### config.mk
export PLATFORM = sky130hd
export DESIGN_NAME = load_store_unit
export DESIGN_NICKNAME = d
export VERILOG_FILES = /design/src/rtl/load_store_unit.sv
export SDC_FILE = /design/constraint.sdc
export NUM_CORES = 1
export LEC_CHECK = 0
export ABC_AREA = 1
export CAP_MARGIN = 40
export CORE_MARGIN = 4
export CORE_UTILIZATION = 30
export DETAILED_ROUTE_END_ITERATION = 10
export PLACE_DENSITY_LB_ADDON = 0.3
export SYNTH_ARGS = -nofsm -noshare
export SYNTH_HDL_FRONTEND = slang
export SYNTH_SLANG_ARGS = --single-unit
### constraint.sdc
create_clock -name clk_i -period 3.4 [get_ports clk_i]
set_clock_uncertainty 0.1 [all_clocks]
set_input_delay 0.51 -clock clk_i [delete_from_list [all_inputs] [get_ports clk_i]]
set_output_delay 0.51 -clock clk_i [all_outputs]
set_load 0.02 [all_outputs]
### src/rtl/load_store_unit.sv
// Load/store unit: latches a decoded memory op, runs a req/gnt/rvalid access to data memory,
// lane-aligns store data/byte enables and formats load data, stalling the pipeline until done.
module load_store_unit #(
   parameter int XLEN    = 32,
   parameter int TIMEOUT = 16
) (
   input  logic            clk_i,
   input  logic            rst_ni,
   input  logic            mem_read_i,
   input  logic            mem_write_i,
   input  logic [3:0]      mem_write_mask_i,
   input  logic [2:0]      funct3_i,
   input  logic [XLEN-1:0] addr_i,
   input  logic [XLEN-1:0] store_data_i,
   output logic            dmem_req_o,
   output logic            dmem_we_o,
   output logic [XLEN-1:0] dmem_addr_o,
   output logic [3:0]      dmem_be_o,
   output logic [XLEN-1:0] dmem_wdata_o,
   input  logic            dmem_gnt_i,
   input  logic            dmem_rvalid_i,
   input  logic [XLEN-1:0] dmem_rdata_i,
   output logic [XLEN-1:0] load_data_o,
   output logic            done_o,
   output logic            err_o,
   output logic            stall_o
);

   localparam int CW = (TIMEOUT > 0) ? $clog2(TIMEOUT + 1) : 1;
   localparam logic [CW-1:0] CNT_LAST = (TIMEOUT > 0) ? CW'(TIMEOUT - 1) : '0;

   typedef enum logic [1:0] {IDLE, REQ, WAIT_RSP, RESP} state_e;

   state_e          state_q, state_d;
   logic [CW-1:0]   cnt_q, cnt_d;
   logic            we_q, we_d;
   logic [XLEN-1:0] addr_q, addr_d;
   logic [3:0]      be_q, be_d;
   logic [XLEN-1:0] wdata_q, wdata_d;
   logic [2:0]      funct3_q, funct3_d;
   logic [1:0]      off_q, off_d;
   logic            err_q, err_d;
   logic [XLEN-1:0] load_data_q, load_data_d;

   logic            start, illegal, timeout;
   logic [3:0]      base_mask;
   logic [XLEN-1:0] shifted, fmt;

   assign start   = mem_read_i | mem_write_i;
   assign timeout = (TIMEOUT != 0) && (cnt_q == CNT_LAST);

   always_comb begin
      illegal = 1'b0;
      if (mem_write_i) begin
         if (funct3_i > 3'b010 || mem_write_mask_i == 4'b0000) illegal = 1'b1;
      end else if (funct3_i == 3'b011 || funct3_i == 3'b110 || funct3_i == 3'b111) begin
         illegal = 1'b1;
      end
      if (funct3_i[1:0] == 2'b01 && addr_i[0]) illegal = 1'b1;
      if (funct3_i[1:0] == 2'b10 && addr_i[1:0] != 2'b00) illegal = 1'b1;
   end

   // Loads carry no mask from decode, so their enables come from the access size.
   always_comb begin
      base_mask = 4'b1111;
      if (mem_write_i) base_mask = mem_write_mask_i;
      else if (funct3_i[1:0] == 2'b00) base_mask = 4'b0001;
      else if (funct3_i[1:0] == 2'b01) base_mask = 4'b0011;
   end

   assign shifted = dmem_rdata_i >> {off_q, 3'b000};

   always_comb begin
      case (funct3_q)
         3'b000:  fmt = {{(XLEN-8){shifted[7]}}, shifted[7:0]};
         3'b001:  fmt = {{(XLEN-16){shifted[15]}}, shifted[15:0]};
         3'b100:  fmt = {{(XLEN-8){1'b0}}, shifted[7:0]};
         3'b101:  fmt = {{(XLEN-16){1'b0}}, shifted[15:0]};
         default: fmt = shifted;
      endcase
   end

   always_comb begin
      state_d     = state_q;
      cnt_d       = cnt_q;
      we_d        = we_q;
      addr_d      = addr_q;
      be_d        = be_q;
      wdata_d     = wdata_q;
      funct3_d    = funct3_q;
      off_d       = off_q;
      err_d       = err_q;
      load_data_d = load_data_q;
      case (state_q)
         IDLE: begin
            if (start) begin
               we_d        = mem_write_i;
               addr_d      = {addr_i[XLEN-1:2], 2'b00};
               be_d        = base_mask << addr_i[1:0];
               wdata_d     = store_data_i << {addr_i[1:0], 3'b000};
               funct3_d    = funct3_i;
               off_d       = addr_i[1:0];
               err_d       = illegal;
               load_data_d = '0;
               cnt_d       = '0;
               state_d     = illegal ? RESP : REQ;
            end
         end
         REQ: begin
            cnt_d = cnt_q + 1'b1;
            if (dmem_gnt_i) begin
               state_d = WAIT_RSP;
            end else if (timeout) begin
               state_d = RESP;
               err_d   = 1'b1;
            end
         end
         WAIT_RSP: begin
            cnt_d = cnt_q + 1'b1;
            if (dmem_rvalid_i) begin
               state_d = RESP;
               if (!we_q) load_data_d = fmt;
            end else if (timeout) begin
               state_d = RESP;
               err_d   = 1'b1;
            end
         end
         default: state_d = IDLE;
      endcase
   end

   always_ff @(posedge clk_i or negedge rst_ni) begin
      if (!rst_ni) begin
         state_q     <= IDLE;
         cnt_q       <= '0;
         we_q        <= 1'b0;
         addr_q      <= '0;
         be_q        <= '0;
         wdata_q     <= '0;
         funct3_q    <= '0;
         off_q       <= '0;
         err_q       <= 1'b0;
         load_data_q <= '0;
      end else begin
         state_q     <= state_d;
         cnt_q       <= cnt_d;
         we_q        <= we_d;
         addr_q      <= addr_d;
         be_q        <= be_d;
         wdata_q     <= wdata_d;
         funct3_q    <= funct3_d;
         off_q       <= off_d;
         err_q       <= err_d;
         load_data_q <= load_data_d;
      end
   end

   assign dmem_req_o   = (state_q == REQ);
   assign dmem_we_o    = we_q;
   assign dmem_addr_o  = addr_q;
   assign dmem_be_o    = be_q;
   assign dmem_wdata_o = wdata_q;
   assign load_data_o  = load_data_q;
   assign done_o       = (state_q == RESP);
   assign err_o        = (state_q == RESP) && err_q;
   assign stall_o      = ((state_q == IDLE) && start) || (state_q == REQ) || (state_q == WAIT_RSP);

endmodule
==> impl_metrics.yaml <==
grt:
  track_usage_pct: 17.08
  grt_pass1_vias: 5244
  antenna_found_initial: 2
  grt_max_degree: 69
  gr-total-overflow: 0
  grt_pass1_wl_mm: 28.04
route:
  wl_met3_mm: 1.913
  num_vias: 5385
  ant_nets: 0
  route.detailed.drc: 0
  drtIter0Drc: 355
  wl_met2_mm: 8.031
  dr.pass1.iters: 5
  routed_wl_mm: 17.91
  drt-vias-per-instance: 4.770
  post_drt_wl_per_cell_um: 15.87
  drt-met1-wl_mm: 7.654
  topRoutingLayerUsed: "met5"
die:
  die_w_um: 144.7
  io_pins: 214
  row_count: 49
  start_util_pct: 30.91
  dieArea_mm2: 0.02095
  die_h_um: 144.7
  coreArea_mm2: 0.01815
clocking:
  ctsResizeCount: 0
  clk_pin_slew_ns: 0.07
  clock_path_buffers: 2
  cts_tree: "done"
  clock_sinks: 112
  numCtsBuffers: 9
  htree_num_levels: 3
  clockRootBuffer: "clkbuf_16"
  cts_setup_buffers: 0
  holdBufCountCts: 0
  clock_latency_ns: 0.35
power:
  p_per_area_mw_per_mm2: 881.5
  peakVddDrop_mv: 0.4006
  leakagePower_nw: 3.921
sta:
  post-route-period-util_pct: 86.18
  slew_violations: 0
  post-route-min-period_ns: 2.930
  rsz0062_at_grt: "no"
  timing.hold.ws_ns: 0.1634
  worst_pin_slew_ns: 0.8261
  finalSetupViolCount: 0
  hold_viol: 0
  slew-limit-headroom_pct: 44.93
  final.setup.worst_slack_ns: 0.4700
  fmax_mhz: 341.3
  setup_tns_ns: 0
synth:
  syn_area_per_cell_um2: 7.990
  synth_area_mm2: 0.005609
  ys_types: 34
  synth_top_cell_area_share_pct: 49.97
  ys_seq_area_share_pct: 49.97
  yosysWarnings: 0
  yosysTopAreaCell: "dfrtp_1"
  synthTopCellsByArea: "dfrtp_1, nand2_1, nand3_1, o21ai_0, mux2i_1"
  ys_ff_latch: 112
  synthCells: 702
critical_path:
  worstPathCellList: "inv_1, ha_1, inv_1, nor2_4, inv_2, nand3_1, clkdlybuf4s50_1"
  required_ns: 2.79
  critPathMostFrequentCell: "inv_1"
  critPathKind: "flip-flop to output pin"
  start_kind: "flip-flop"
  crit_family: "buffers and inverters"
  end_kind: "output pin"
  cp_max_fo: 14
  arrival_ns: 2.32
  cpPeakStageDelay_ns: 0.61
  slowest_stage: "clkdlybuf4s50_1"
  path_buf_inv: 4
placed_design:
  dp.cells: 1113
  post-place-ws_ns: 0.6963
  dp_hpwl_mm: 12.82
  gp_congestion: 0.8424
  port_buffers: 211
  post_dp_cell_area_mm2: 0.007899
finish:
  mostFrequentLayoutCell: "nand2_1"
  area_delta_synth_final_pct: 46.84
  finalNonFillerCells: 1129
  n_antenna_cell: 0
  mostFrequentLayoutCells: "nand2_1, clkdlybuf4s50_1, dfrtp_1"
  final_area_mm2: 0.008237
  final_nets: 1011
  drive_above_1_share_pct: 5.000
hold_path:
  min_path_type: "input port to async pin"
run:
  maxCapViolations: 0
run_status:
  outcome: "finished clean"
[cell families (layout without fill, tap and decap cells)]
logic type                 Yosys count  after routing  share of synthesized area (%)
muxes                               22             22                          3.926
and+or+nand+nor                    410            410                          30.16
adders and majority gates            7              7                          1.561
other                                1              2                        0.06686
buffers and inverters               70            267                          5.621
AOI/OAI and AO/OA                   80             80                          8.699
DFF                                112            112                          49.97
[cell type report]
cell class / count / area, µm²
Inverter: 30 / 112.6
Timing Repair Buffer: 221 / 2197
Clock inverter: 5 / 85.08
Multi-Input combinational cell: 521 / 2500
Sequential cell: 112 / 2803
Clock buffer: 11 / 252.7
Fill cell: 1787 / 9911
Tap cell: 229 / 286.5
[through the flow]
step / total power (W) / util (%)
finish: 0.007260 / 45.39
global placement: 0.006084 / 43.53
global route: 0.007802 / 45.39
floorplan: 0.004481 / -
detailed placement: 0.006107 / 43.53
CTS: 0.007364 / 45.39
[worst reg2reg max path, delay by kind of cell (launching register included)]
kind,cells,cell delay (ns)
and+or+nand+nor,3,0.80
adders and majority gates,1,0.27
AOI/OAI and AO/OA,1,0.17
buffers and inverters,3,0.58
DFF,1,0.40
[sequential cells by signal (all words and copies together) (netlist names)]
signal	count
dmem_wdata_o	32
dmem_be_o	4
err_q	1
load_data_o	32
funct3_q	3
dmem_we_o	1
state_q	2
cnt_q	5
off_q	2
dmem_addr_o	30
[report_power, final]
part           leakage, nW  switching (W)  internal (W)
logic                 2.31        0.00228       0.00156
clock network        0.163       0.000516      0.000693
registers             1.45       0.000334       0.00187
[Yosys cell counts]
cell and number:
mux2i_1 22, conb_1 1, nand3_1 50, o21ai_1 1
o21ai_0 48, o22ai_1 3, nand2_2 2, a21boi_0 1
nor3_1 4, dfrtp_1 112, nor2_2 2, a21oi_1 5
clkinv_1 1, nor2_4 1, o221ai_1 12, o311ai_0 1
ha_1 7, nand4_1 1, buf_1 1, inv_1 24
nand2_1 319, inv_2 5, a22o_1 4, nand3_2 5
buf_12 1, buf_2 20, nand3_4 2, nor2_1 22
or2_2 1, clkbuf_1 15, o211ai_1 1, o311ai_1 4
nor3b_1 1, buf_4 3
[path summary, 6_finish.rpt]
check | cells after the start | from | slack (ns) | end
min in group clk_i | 2 | dmem_addr_o[18]$_DFFE_PN0P_ | 0.37 | dmem_addr_o[18]$_DFFE_PN0P_
hold reg to reg | 2 | dmem_addr_o[18]$_DFFE_PN0P_ | 0.37 | dmem_addr_o[18]$_DFFE_PN0P_
setup / recovery | 7 | state_q[0]$_DFFE_PN0N_ | 0.47 | stall_o
hold / removal | 1 | rst_ni | 0.16 | load_data_o[27]$_DFFE_PN0P_
setup reg to reg | 8 | state_q[0]$_DFFE_PN0N_ | 1.02 | dmem_be_o[2]$_DFFE_PN0P_
max in group asynchronous | 2 | rst_ni | 2.31 | load_data_o[6]$_DFFE_PN0P_
[per-layer routing]
metal | vias up | global-route usage, %
met3 | 23 | 6.770
met4 | 4 | 5.547
met1 | 2482 | 22.58
met2 | 214 | 25.75
li1 | 2662 | -
met5 | - | 0
Power figures use the tool's default switching activity.
